--- config.mk ---
export PLATFORM = sky130hd
export DESIGN_NAME = bus_line_xfer
export DESIGN_NICKNAME = d
export VERILOG_FILES = /design/src/rtl/bus_line_xfer.sv
export SDC_FILE = /design/constraint.sdc
export NUM_CORES = 2
export LEC_CHECK = 0
export ABC_CLOCK_PERIOD_IN_PS = 6440
export BUFFER_PORTS_ARGS = -buffer_cell sky130_fd_sc_hd__buf_2
export CAP_MARGIN = 20
export CORE_AREA = 2 2 493 495
export CTS_CLUSTER_SIZE = 14
export DETAILED_ROUTE_END_ITERATION = 8
export DIE_AREA = 0 0 495 497
export SYNTH_ARGS = -nofsm -noshare
export SYNTH_HDL_FRONTEND = slang
export SYNTH_SLANG_ARGS = --single-unit
--- constraint.sdc ---
create_clock -name clk -period 6.44 [get_ports clk]
set_input_delay 1.288 -clock clk [delete_from_list [all_inputs] [get_ports clk]]
set_output_delay 1.288 -clock clk [all_outputs]
set_load 0.02 [all_outputs]
--- src/rtl/bus_line_xfer.sv ---
// -----------------------------------------------------------------------------
// bus_line_xfer
//
// Cache-line transfer engine between the core-side memory stages and the
// shared system bus. One request moves a whole line of BEATS beats:
//   - line read  (fill):      header with READ_TAG, then BEATS tagged responses
//   - line write (writeback): header with WRITE_TAG, then BEATS request beats
// The bus is acquired through the arbiter first. Completion is signalled by a
// one-cycle done pulse, with err=1 when a read gave up after TIMEOUT idle
// cycles.
//
// Ports
//   clk, reset              clock, synchronous active-high reset
//   start, write, addr,     request (sampled only while idle=1)
//   wr_line
//   idle, done, err         engine status / completion
//   rd_line                 captured read line (beat i at [i*W +: W])
//   abtr_reqcyc/abtr_grant  arbiter handshake
//   bus_busy                this engine owns the bus
//   main_bus_req*           request channel (header / write beats)
//   main_bus_resp*          response channel, acknowledged by main_bus_respack
// -----------------------------------------------------------------------------
module bus_line_xfer #(
    parameter int                       BUS_DATA_WIDTH = 64,
    parameter int                       BEATS          = 8,
    parameter int                       BUS_TAG_WIDTH  = 13,
    parameter logic [BUS_TAG_WIDTH-1:0] READ_TAG       = 13'h1100,
    parameter logic [BUS_TAG_WIDTH-1:0] WRITE_TAG      = 13'h0100,
    parameter int                       TIMEOUT        = 1024
) (
    input  logic                              clk,
    input  logic                              reset,
    input  logic                              start,
    input  logic                              write,
    input  logic [BUS_DATA_WIDTH-1:0]         addr,
    input  logic [BUS_DATA_WIDTH*BEATS-1:0]   wr_line,
    output logic                              idle,
    output logic                              done,
    output logic                              err,
    output logic [BUS_DATA_WIDTH*BEATS-1:0]   rd_line,
    output logic                              abtr_reqcyc,
    input  logic                              abtr_grant,
    output logic                              bus_busy,
    output logic                              main_bus_reqcyc,
    output logic [BUS_DATA_WIDTH-1:0]         main_bus_req,
    output logic [BUS_TAG_WIDTH-1:0]          main_bus_reqtag,
    input  logic                              main_bus_respcyc,
    input  logic [BUS_DATA_WIDTH-1:0]         main_bus_resp,
    input  logic [BUS_TAG_WIDTH-1:0]          main_bus_resptag,
    output logic                              main_bus_respack
);

    localparam int W        = BUS_DATA_WIDTH;
    localparam int LINE_W   = BUS_DATA_WIDTH * BEATS;
    localparam int LINE_OFF = $clog2(BEATS * BUS_DATA_WIDTH / 8);
    localparam int BEAT_W   = $clog2(BEATS);
    // Counter only has to reach TIMEOUT-1; the abort fires on the cycle after.
    localparam int TMO_W    = (TIMEOUT > 1) ? $clog2(TIMEOUT) : 1;
    localparam bit TMO_EN   = (TIMEOUT > 0);

    localparam logic [BEAT_W-1:0] LAST_BEAT = BEAT_W'(BEATS - 1);
    localparam logic [BEAT_W-1:0] BEAT_ONE  = BEAT_W'(1);
    localparam logic [TMO_W-1:0]  TMO_LAST  = TMO_W'((TIMEOUT > 0) ? (TIMEOUT - 1) : 0);
    localparam logic [TMO_W-1:0]  TMO_ONE   = TMO_W'(1);

    typedef enum logic [2:0] {
        ST_IDLE  = 3'd0,
        ST_ARB   = 3'd1,
        ST_HDR   = 3'd2,
        ST_WDATA = 3'd3,
        ST_WAIT  = 3'd4,
        ST_RESP  = 3'd5,
        ST_DONE  = 3'd6
    } state_t;

    state_t              state_q;
    logic                write_q;
    logic [W-1:0]        addr_q;
    logic [LINE_W-1:0]   wr_line_q;
    logic [LINE_W-1:0]   rd_line_q;
    logic [BEAT_W-1:0]   beat_q;
    logic [TMO_W-1:0]    tmo_q;
    logic                idle_q;
    logic                done_q;
    logic                err_q;
    logic                abtr_reqcyc_q;
    logic                bus_busy_q;
    logic                reqcyc_q;
    logic [W-1:0]        req_q;
    logic [BUS_TAG_WIDTH-1:0] reqtag_q;
    logic                resp_match_s;

    // Select beat idx out of a packed line.
    function automatic logic [W-1:0] line_beat(input logic [LINE_W-1:0] line,
                                               input logic [BEAT_W-1:0] idx);
        logic [W-1:0] b;
        b = '0;
        for (int i = 0; i < BEATS; i++) begin
            if (idx == BEAT_W'(i)) begin
                b = line[i*W +: W];
            end else begin
                b = b;
            end
        end
        return b;
    endfunction

    // A response beat is taken only while waiting for read data and only with
    // the read tag; the acknowledge has to answer in the same cycle.
    assign resp_match_s = ((state_q == ST_WAIT) || (state_q == ST_RESP)) &&
                          main_bus_respcyc && (main_bus_resptag == READ_TAG);

    // Transfer FSM with registered outputs, updated on each transition.
    always_ff @(posedge clk) begin
        if (reset) begin
            state_q       <= ST_IDLE;
            write_q       <= 1'b0;
            addr_q        <= '0;
            wr_line_q     <= '0;
            rd_line_q     <= '0;
            beat_q        <= '0;
            tmo_q         <= '0;
            idle_q        <= 1'b1;
            done_q        <= 1'b0;
            err_q         <= 1'b0;
            abtr_reqcyc_q <= 1'b0;
            bus_busy_q    <= 1'b0;
            reqcyc_q      <= 1'b0;
            req_q         <= '0;
            reqtag_q      <= '0;
        end else begin
            done_q <= 1'b0;
            case (state_q)
                ST_IDLE: begin
                    if (start) begin
                        write_q       <= write;
                        addr_q        <= {addr[W-1:LINE_OFF], {LINE_OFF{1'b0}}};
                        wr_line_q     <= wr_line;
                        idle_q        <= 1'b0;
                        abtr_reqcyc_q <= 1'b1;
                        state_q       <= ST_ARB;
                    end else begin
                        state_q <= ST_IDLE;
                    end
                end
                ST_ARB: begin
                    if (abtr_grant) begin
                        abtr_reqcyc_q <= 1'b0;
                        bus_busy_q    <= 1'b1;
                        reqcyc_q      <= 1'b1;
                        req_q         <= addr_q;
                        reqtag_q      <= write_q ? WRITE_TAG : READ_TAG;
                        state_q       <= ST_HDR;
                    end else begin
                        state_q <= ST_ARB;
                    end
                end
                ST_HDR: begin
                    beat_q <= '0;
                    tmo_q  <= '0;
                    if (write_q) begin
                        req_q    <= line_beat(wr_line_q, '0);
                        reqtag_q <= WRITE_TAG;
                        state_q  <= ST_WDATA;
                    end else begin
                        reqcyc_q <= 1'b0;
                        req_q    <= '0;
                        reqtag_q <= '0;
                        state_q  <= ST_WAIT;
                    end
                end
                ST_WDATA: begin
                    if (beat_q == LAST_BEAT) begin
                        reqcyc_q   <= 1'b0;
                        req_q      <= '0;
                        reqtag_q   <= '0;
                        bus_busy_q <= 1'b0;
                        done_q     <= 1'b1;
                        err_q      <= 1'b0;
                        state_q    <= ST_DONE;
                    end else begin
                        beat_q <= beat_q + BEAT_ONE;
                        req_q  <= line_beat(wr_line_q, beat_q + BEAT_ONE);
                    end
                end
                ST_WAIT, ST_RESP: begin
                    if (resp_match_s) begin
                        for (int i = 0; i < BEATS; i++) begin
                            if (beat_q == BEAT_W'(i)) begin
                                rd_line_q[i*W +: W] <= main_bus_resp;
                            end else begin
                                rd_line_q[i*W +: W] <= rd_line_q[i*W +: W];
                            end
                        end
                        tmo_q <= '0;
                        if (beat_q == LAST_BEAT) begin
                            bus_busy_q <= 1'b0;
                            done_q     <= 1'b1;
                            err_q      <= 1'b0;
                            state_q    <= ST_DONE;
                        end else begin
                            beat_q  <= beat_q + BEAT_ONE;
                            state_q <= ST_RESP;
                        end
                    end else if (TMO_EN && (tmo_q == TMO_LAST)) begin
                        // Timeout abort: rd_line keeps whatever arrived so far.
                        bus_busy_q <= 1'b0;
                        done_q     <= 1'b1;
                        err_q      <= 1'b1;
                        state_q    <= ST_DONE;
                    end else if (TMO_EN) begin
                        tmo_q <= tmo_q + TMO_ONE;
                    end else begin
                        tmo_q <= tmo_q;
                    end
                end
                ST_DONE: begin
                    // start is ignored here; it is only sampled back in IDLE.
                    err_q   <= 1'b0;
                    idle_q  <= 1'b1;
                    state_q <= ST_IDLE;
                end
                default: begin
                    idle_q        <= 1'b1;
                    err_q         <= 1'b0;
                    abtr_reqcyc_q <= 1'b0;
                    bus_busy_q    <= 1'b0;
                    reqcyc_q      <= 1'b0;
                    req_q         <= '0;
                    reqtag_q      <= '0;
                    state_q       <= ST_IDLE;
                end
            endcase
        end
    end

    assign idle             = idle_q;
    assign done             = done_q;
    assign err              = err_q;
    assign rd_line          = rd_line_q;
    assign abtr_reqcyc      = abtr_reqcyc_q;
    assign bus_busy         = bus_busy_q;
    assign main_bus_reqcyc  = reqcyc_q;
    assign main_bus_req     = req_q;
    assign main_bus_reqtag  = reqtag_q;
    assign main_bus_respack = resp_match_s;

endmodule
==> results.sh <==
export IMPL_status="finished with violations"
export IMPL_failed_checks="design-rule violations"
export IMPL_synth_seq_cells=1171
export IMPL_htree_levels=4
export IMPL_fin_tns_setup_ps=0
export IMPL_synth_warnings=0
export IMPL_initial_core_util=0.194
export IMPL_crit_path_end_kind="output port"
export IMPL_grt_max_degree=228
export IMPL_postRouteAntennaNets=0
export IMPL_synth_cell_types=60
export IMPL_syn_inst=6010
export IMPL_rsz0062_at_grt="no"
export IMPL_grt_pass1_wl_um=312000
export IMPL_maxCapViolCount=0
export IMPL_cts_tree="yes"
export IMPL_final_common_cell="nand2_1"
export IMPL_powerDensity_nw_per_um2=287
export IMPL_dpl_instance_area_um2=54700
export IMPL_synth_edf_count=0
export IMPL_io_buffers=1237
export IMPL_antenna_found_initial=73
export IMPL_cts_made_buffers=135
export IMPL_fmax_mhz=222
export IMPL_chipWidth_um=495
export IMPL_ys_async_sr_fraction=0
export IMPL_critPathMaxFanout=20
export IMPL_cp_required_ps=5150
export IMPL_yosysSeqAreaShare=0.504
export IMPL_slew_headroom=0.242
export IMPL_ys_flop_type="dfxtp_1"
export IMPL_clock_sink_count=1171
export IMPL_num_rows=180
export IMPL_drv_slew=0
export IMPL_grt_pass1_vias=43300
export IMPL_cts_clk_slew_worst_paths_ps=60
export IMPL_ioPinCount=1255
export IMPL_hold_viol=0
export IMPL_drt_iter0_markers=4187
export IMPL_cts_root_buffer="clkbuf_16"
export IMPL_clk_path_buf_depth=3
export IMPL_critPathArrivalTime_ps=3220
export IMPL_avgRoutedWirePerCell_um=22.0
export IMPL_cp_cell_sequence="nor4b_2 > nand4_1 > buf_4 > inv_1 > buf_2"
export IMPL_globalplace_congestion=0.888
export IMPL_min_period_ps=4510
export IMPL_finalSetupViolCount=0
export IMPL_drc_errors=1
export IMPL_leakagePower_nw=22.9
export IMPL_coreArea_um2=240000
export IMPL_skew_ps=21.7
export IMPL_hold_class="register to register"
export IMPL_overflow=0
export IMPL_dieArea_um2=246000
export IMPL_synth_area_per_cell_um2=7.74
export IMPL_area_growth_pct=27.7
export IMPL_insertion_delay_ps=790
export IMPL_critPathKind="register to output port"
export IMPL_p_total_mw=17.1
export IMPL_synth_area_um2=46500
export IMPL_fin_util=0.247
export IMPL_dp_hpwl_um=160000
export IMPL_post_cts_setup_buffers=0
export IMPL_final_cells=10300
export IMPL_vias_per_cell=4.59
export IMPL_stdcell_area_um2=59400
export IMPL_worstMarginPinSlew_ps=1140
export IMPL_grt_usage=0.173
export IMPL_cp_num_buf_inv=3
export IMPL_dr_pass1_iters=9
export IMPL_n_fill_cell=26900
export IMPL_fp_dieH_um=497
export IMPL_fin_nets=7562
export IMPL_critical_path_max_stage_delay_ps=750
export IMPL_drive_gt1_frac=0.226
export IMPL_wirelength_um=226000
export IMPL_cts_hold_buf=0
export IMPL_final_cell_mix="2315 x nand2_1, 1236 x buf_2, 1171 x dfxtp_1"
export IMPL_peakVddDrop_v=0.000253
export IMPL_cp_top_family="buffers and inverters"
export IMPL_vias=47000
export IMPL_place_inst=9943
export IMPL_cts_resized=0
export IMPL_fin_crit_sh=0.700
export IMPL_startpoint_type="register"
export IMPL_cp_slowest_cell="inv_1"
## metal layers
metal,routed length (µm),part of all wire,up-vias,global-route usage
met5,281,0.0012,-,0
met4,15600,0.069,42,0.117
met3,18200,0.081,534,0.0397
met2,111000,0.49,2236,0.299
met1,81200,0.36,22200,0.188
li1,-,-,22000,-
## power breakdown
part	internal [mW]	switching [mW]	total, mW
clock network	4.53	3.39	7.92
registers	7.52	0.196	7.72
logic	0.443	0.984	1.43
## synth_stat cells (6+ instances only)
cell | instances | area (µm²)
a21oi_1 | 1169 | 5850
a221oi_1 | 179 | 1570
a222oi_1 | 58 | 581
a22oi_1 | 7 | 52.6
buf_1 | 9 | 33.8
buf_2 | 86 | 430
buf_4 | 84 | 631
buf_6 | 71 | 800
clkbuf_1 | 340 | 1280
dfxtp_1 | 1171 | 23400
ha_1 | 8 | 100
inv_1 | 6 | 22.5
nand2_1 | 2317 | 8700
nand2b_1 | 11 | 68.8
nand3_1 | 10 | 50.1
nor2_1 | 72 | 270
nor3_1 | 66 | 330
o211ai_1 | 65 | 488
o21a_1 | 8 | 60.1
o21ai_0 | 131 | 656
o22ai_1 | 57 | 357
o2bb2ai_1 | 6 | 52.6
o311ai_0 | 8 | 70.1
## tightest hold or removal path: stages, from the launching register on
cell     delay, ps
dfxtp_1        300
nand2_1         50
a21oi_1         50
## per-stage QoR
stage	hold slack (ps)	setup WS (ps)
floorplan	431	3020
global placement	439	1820
detailed placement	443	1810
CTS	451	1870
global route	463	1800
finish	448	1930
## layout make-up
cell class,instances,area [µm²],share of cell area
Clock inverter,44,578,0.00974
Antenna cell,75,188,0.00316
Tap cell,3185,3990,0.0671
Multi-Input combinational cell,4250,20100,0.338
Inverter,8,35.0,0.000590
Sequential cell,1171,23400,0.395
Timing Repair Buffer,1329,7140,0.120
Clock buffer,193,3930,0.0662
## state kept, by name, summed over array words and instances (netlist names), 2 cells and up
name             flops
state_q              3
rd_line            512
main_bus_reqtag      2
addr_q              58
wr_line_q          512
tmo_q               10
beat_q               3
main_bus_req        64
## worst paths after layout
check	from	end	slack, ps	cells past startpoint
setup / recovery	state_q[2]	main_bus_respack	1930	5
hold / removal	wr_line_q[193]	wr_line_q[193]	450	2
setup reg to reg	beat_q[2]	main_bus_req[6]	2560	8
hold reg to reg	wr_line_q[193]	wr_line_q[193]	450	2
## kinds of logic after synthesis
group                      Yosys count  share of synthesized area
other                                1                  0.0000807
muxes                                3                   0.000646
DFF                               1171                      0.504
buffers and inverters              599                     0.0690
AOI/OAI and AO/OA                 1706                      0.212
and+or+nand+nor                   2519                      0.211
xor gates and xnor gates             3                   0.000565
adders and majority gates            8                    0.00215
Power figures use the tool's default switching activity.
